**src/rtl/mini_exec_stage.sv**
```systemverilog
// mini_exec_stage: execute stage of the mini CPU, fed by the two register-file read ports.
// It computes an ALU result, registers it and drives the register-file write port.
// Z and C flags describe the most recently written result.
// Optional feature macro: MINI_EXEC_MUL_EN.
//   Defined   : opcode 111 is an iterative shift-add multiply taking DATA_W steps.
//   Undefined : opcode 111 is accepted as a single-cycle NOP; there is no MUL state and no accumulator.
module mini_exec_stage #(
    parameter int DATA_W = 8,
    parameter int ADDR_W = 2
) (
    input  logic              clk,
    input  logic              rst,
    input  logic              in_valid,
    output logic              in_ready,
    input  logic [2:0]        in_op,
    input  logic [ADDR_W-1:0] in_dst,
    input  logic [DATA_W-1:0] in_a,
    input  logic [DATA_W-1:0] in_b,
    output logic              wb_we,
    output logic [ADDR_W-1:0] wb_waddr,
    output logic [DATA_W-1:0] wb_wdata,
    output logic              flag_z,
    output logic              flag_c,
    output logic              busy
);

    localparam logic [2:0] OP_MUL = 3'b111;

    // Returns {carry, result} for every single-cycle opcode.
    function automatic logic [DATA_W:0] alu(input logic [2:0]        op,
                                            input logic [DATA_W-1:0] a,
                                            input logic [DATA_W-1:0] b);
        logic [DATA_W:0] r;
        r = '0;
        case (op)
            3'b000:  r = {1'b0, a} + {1'b0, b};
            3'b001:  r = {(a < b), a - b};
            3'b010:  r = {1'b0, a & b};
            3'b011:  r = {1'b0, a | b};
            3'b100:  r = {1'b0, a ^ b};
            3'b101:  r = {a[DATA_W-1], a[DATA_W-2:0], 1'b0};
            3'b110:  r = {1'b0, b};
            default: r = '0;
        endcase
        return r;
    endfunction

    logic              accept;
    logic [DATA_W:0]   alu_out;
    logic              mul_done;
    logic [DATA_W-1:0] mul_res;
    logic              mul_c;
    logic [ADDR_W-1:0] mul_dst_p1;

    assign accept  = in_valid & in_ready;
    assign alu_out = alu(in_op, in_a, in_b);

`ifdef MINI_EXEC_MUL_EN
    localparam int CNT_W = (DATA_W > 1) ? $clog2(DATA_W) : 1;

    typedef enum logic {
        S_IDLE = 1'b0,
        S_MUL  = 1'b1
    } state_t;

    state_t              state_q;
    state_t              state_d;
    logic [CNT_W-1:0]    cnt_p1;
    logic [DATA_W-1:0]   mul_a_p1;
    logic [DATA_W-1:0]   mul_b_p1;
    logic [2*DATA_W-1:0] acc_p1;
    logic [2*DATA_W-1:0] acc_next;
    logic                mul_last;

    // The final step's sum feeds the writeback directly, so the result lands on the step-DATA_W edge.
    assign acc_next = acc_p1 + (mul_b_p1[0] ? ({{DATA_W{1'b0}}, mul_a_p1} << cnt_p1) : '0);
    assign mul_last = (cnt_p1 == CNT_W'(DATA_W - 1));
    assign mul_res  = acc_next[DATA_W-1:0];
    assign mul_c    = |acc_next[2*DATA_W-1:DATA_W];

    // State register and step counter; a reset mid-multiply abandons it with no writeback.
    always_ff @(posedge clk or posedge rst) begin
        if (rst) begin
            state_q <= S_IDLE;
            cnt_p1  <= '0;
        end else begin
            state_q <= state_d;
            if (state_q == S_IDLE) begin
                cnt_p1 <= '0;
            end else begin
                cnt_p1 <= cnt_p1 + CNT_W'(1);
            end
        end
    end

    // Next state: enter MUL on an accepted multiply, leave after the last step.
    always_comb begin
        state_d = state_q;
        case (state_q)
            S_IDLE:  if (accept && (in_op == OP_MUL)) state_d = S_MUL;
            S_MUL:   if (mul_last) state_d = S_IDLE;
            default: state_d = S_IDLE;
        endcase
    end

    // Handshake outputs follow the state; mul_done marks the final shift-add step.
    always_comb begin
        in_ready = (state_q == S_IDLE);
        busy     = (state_q == S_MUL);
        mul_done = (state_q == S_MUL) && mul_last;
    end

    // Multiply operands and accumulator: latched on accept, one shift-add per MUL cycle.
    always_ff @(posedge clk) begin
        if (accept && (in_op == OP_MUL)) begin
            mul_a_p1   <= in_a;
            mul_b_p1   <= in_b;
            mul_dst_p1 <= in_dst;
            acc_p1     <= '0;
        end else if (state_q == S_MUL) begin
            acc_p1   <= acc_next;
            mul_b_p1 <= mul_b_p1 >> 1;
        end
    end
`else
    assign in_ready   = 1'b1;
    assign busy       = 1'b0;
    assign mul_done   = 1'b0;
    assign mul_res    = '0;
    assign mul_c      = 1'b0;
    assign mul_dst_p1 = '0;
`endif

    // Writeback stage: register result and flags; wb_we pulses only when a result is registered.
    always_ff @(posedge clk or posedge rst) begin
        if (rst) begin
            wb_we    <= 1'b0;
            wb_waddr <= '0;
            wb_wdata <= '0;
            flag_z   <= 1'b0;
            flag_c   <= 1'b0;
        end else begin
            wb_we <= 1'b0;
            if (mul_done) begin
                wb_we    <= 1'b1;
                wb_waddr <= mul_dst_p1;
                wb_wdata <= mul_res;
                flag_z   <= (mul_res == '0);
                flag_c   <= mul_c;
            end else if (accept && (in_op != OP_MUL)) begin
                wb_we    <= 1'b1;
                wb_waddr <= in_dst;
                wb_wdata <= alu_out[DATA_W-1:0];
                flag_z   <= (alu_out[DATA_W-1:0] == '0);
                flag_c   <= alu_out[DATA_W];
            end
        end
    end

endmodule

```
**config.mk**
```make
export PLATFORM = sky130hd
export DESIGN_NAME = mini_exec_stage
export DESIGN_NICKNAME = d
export VERILOG_FILES = /design/src/rtl/mini_exec_stage.sv
export SDC_FILE = /design/constraint.sdc
export NUM_CORES = 1
export LEC_CHECK = 0
export CAP_MARGIN = 5
export CORE_ASPECT_RATIO = 0.75
export CORE_UTILIZATION = 60
export DETAILED_ROUTE_END_ITERATION = 8
export DONT_BUFFER_PORTS = 1
export PLACE_DENSITY = 0.76
export SYNTH_ARGS = -nofsm -noshare
export SYNTH_HDL_FRONTEND = slang
export SYNTH_SLANG_ARGS = --single-unit
export TNS_END_PERCENT = 20
```
**constraint.sdc**
```tcl
create_clock -name clk -period 1.37 [get_ports clk]
set_input_delay 0.137 -clock clk [delete_from_list [all_inputs] [get_ports clk]]
set_output_delay 0.137 -clock clk [all_outputs]
set_load 0.02 [all_outputs]
```
==> run summary <==
CP required -> 1.51 ns
Placement Cell Area -> 2173 sq um
synthesis-to-layout area growth -> 42.46%
clock sinks -> 13
Setup crit start -> in_a[0]
period utilization -> 136.2%
Max Cap Violations -> 0
pre-CTS setup slack -> -0.7592 ns
CP startpoint kind -> input port
Final Max Tran Viols -> 0
CP endpoint -> flag_z$_DFFE_PP0P_
Max Buffers Root-to-Sink -> 2
DR iter-0 viols -> 198
synth top area cells -> dfrtp_1 18%, ha_1 17%, a21oi_1 5.4%, mux2i_1 5.1%, inv_1 4.5%
synthesized flop and latch total -> 13
commonest non-fill, non-tap cells in the layout -> 54 x buf_4, 20 x nand2_1, 16 x nor2_1, 16 x ha_1, 14 x inv_1
Yosys cell types -> 52
Wirelength per Cell -> 21.62 um
clk_skew -> 0 ns
Die Ht -> 48.90 um
reg2reg end -> wb_wdata[0]$_DFFE_PP0P_
final wirelength -> 6659 um
worst skew pair latency -> 0.24 ns
Post-synth EDFFs -> 0
CTS tree -> built
Inserted Diodes -> 0
initial antenna violation count -> 0
top cell type by total area after synthesis -> dfrtp_1
Final min period -> 1.865 ns
post-route ant nets -> 0
Setup crit end kind -> register
drt via density -> 6.718
worst-margin pin slew -> 0.5093 ns
RSZ-0062 raised after global routing -> yes
layout cells sized above 1 -> 42.28%
Fmax achieved -> 536.1 MHz
nets@finish -> 323
failing checks -> setup timing
sequential share of power -> 30.6%
slew margin rel. -> 66.01%
GR Overflow Total -> 0
core area -> 2703 sq um
footprint of the multi-input gates -> 1520 sq um
VDD IR-drop max -> 0.0004225 V
RR Startpoint -> wb_wdata[0]$_DFFE_PP0P_
Ys Warns -> 0
Leak Pwr -> 0.001156 uW
run status -> complete, but fails checks
Combinational Power Share -> 49.9%
DR DRC count -> 0
Port Buffers -> 0
die width -> 64.53 um
CP Class -> in2reg
Register Area -> 325.3 sq um
CP arrival -> 2.01 ns
root buf cell -> clkbuf_8
I/O pin cnt -> 39
Worst-path clk slew -> 0.05 ns
FF-to-FF path depth -> 2
Worst Hold Path Cells -> 2
die area -> 3155 sq um
Worst R2R Setup Slack -> 0.48 ns
Sw Pwr -> 711.8 uW
Critical Path Fanout Max -> 3
Starting Density -> 65.09%
Internal Power -> 1091 uW
Net Sw Frac -> 39.47%
1st-pass router iterations -> 7
power per cell area -> 719.5 nW/um^2
Net Count, Synth -> 272
fin area -> 2506 sq um
Mapped Avg Cell Area -> 7.924 sq um
vias in the first global route -> 2,100
Clock Power Share -> 19.5%
H-tree Lvls -> 1
DR vias -> 2,069
Hold Crit Class -> in2reg
post-synthesis sequential area ratio -> 18.49%
Hold Slack -> 0.03795 ns
most common cell after layout, fill and taps aside -> buf_4
post-DP HPWL -> 4044 um
Mapped Cells -> 222
first-pass GRT wire length -> 9597 um
Core Rows -> 16
Final Hold Vio Count -> 0
global-route usage over all layers -> 39.62%
largest net degree at the start of global routing -> 28
Post-synth ARST share -> 100.0%
Filler cells -> 104
CTS buffer count -> 3
GP Congestion -> 0.9510
Mapped Area -> 1759 sq um
ys flop type -> dfrtp_1
Final Setup Violations -> 9
worst setup margin -> -0.4953 ns
top-area cell type share of the netlist area -> 18.49%
## worst min path at each step
stage	endpoint	start
floorplan	flag_c$_DFFE_PP0P_	rst
global placement	wb_waddr[1]$_DFFE_PP0P_	rst
detailed placement	wb_waddr[1]$_DFFE_PP0P_	rst
CTS	wb_waddr[1]$_DFFE_PP0P_	in_dst[1]
global route	wb_waddr[1]$_DFFE_PP0P_	in_dst[1]
finish	wb_waddr[1]$_DFFE_PP0P_	in_dst[1]
## synthesized netlist by cell type, types with 2 or more instances
library cell / instances
a211oi_1: 3
conb_1: 2
buf_4: 4
nand2b_1: 2
xnor2_1: 3
clkbuf_1: 2
fa_1: 2
o31ai_1: 2
o21ai_0: 11
nand2_1: 21
ha_1: 24
mux2_2: 4
nand3_1: 4
o21bai_1: 4
a21oi_1: 19
nor2_1: 19
a221oi_1: 5
buf_2: 7
mux2i_1: 9
nor3_1: 5
and3_1: 2
or3_1: 2
o211ai_1: 2
inv_1: 21
dfrtp_1: 13
inv_2: 2
nand4_1: 3
## per-layer routing
layer  up-vias  GRT usage (%)  routed length [um]
li1        882              -                   -
met1       937          47.54                2499
met2       193          68.07                3014
met3        57          8.411                 729
met4         0          17.04                 416
met5         -              0                   0
## metrics by stage
step	utilization, %	cells	total power (uW)	TNS (ns)
after floorplan	-	222	1009	-2.741
after global placement	80.42	291	1187	-4.634
after detailed placement	80.42	291	1220	-5.152
after CTS	90.14	306	1678	-2.111
after global routing	92.73	308	1869	-3.656
final	92.73	308	1803	-2.943
## logic make-up (layout without fill, tap and decap cells)
logic type | count (synthesis) | count (layout) | synth area share [%]
flops | 13 | 13 | 18.49
buf+inv | 37 | 87 | 9.246
mux | 15 | 15 | 9.602
fa+ha+maj | 26 | 26 | 19.35
simple gates | 67 | 67 | 18.64
other cells | 2 | 2 | 0.4269
compound gates | 59 | 59 | 22.76
xor+xnor | 3 | 3 | 1.494
## sequential cells by signal (all words and copies together), names as in the netlist
signal    count
flag_z        1
flag_c        1
wb_we         1
wb_waddr      2
wb_wdata      8
## worst max-delay path, cell delays in order
cell and delay, ns:
inv_4 0.02, ha_4 0.15, buf_4 0.12, o21bai_1 0.28, nand3_1 0.20, nand2_2 0.11, buf_4 0.11, nor2_1 0.04
nor4_1 0.27, buf_4 0.16, nor2_1 0.06, o41ai_2 0.34
## what timing repair did
| action | in CTS | in global routing |
|---|---|---|
| pin swaps | 18 | 14 |
| endpoints found under the setup margin | 9 | 9 |
| setup buffers | 8 | 3 |
| gates resized for setup | 32 | 14 |
| hold buffers | 3 | 0 |
| endpoints found under the hold margin | 15 | 0 |
## area by class of cell
class | count | share of cell area, %
Sequential cell | 13 | 12.98
Inverter | 24 | 4.493
Multi-Input combinational cell | 172 | 60.66
Tap cell | 36 | 1.797
Timing Repair Buffer | 59 | 18.27
Clock buffer | 4 | 1.797
## power by group through the flow
| stage | logic, uW | registers (uW) | clock network [uW] |
|---|---|---|---|
| finish | 899 | 552 | 352 |
| detailed placement | 668 | 552 | 0 |
| global route | 949 | 556 | 363 |
| CTS | 782 | 548 | 348 |
| global placement | 636 | 551 | 0 |
| floorplan | 467 | 543 | 0 |
(Power assumes the default switching activity.)
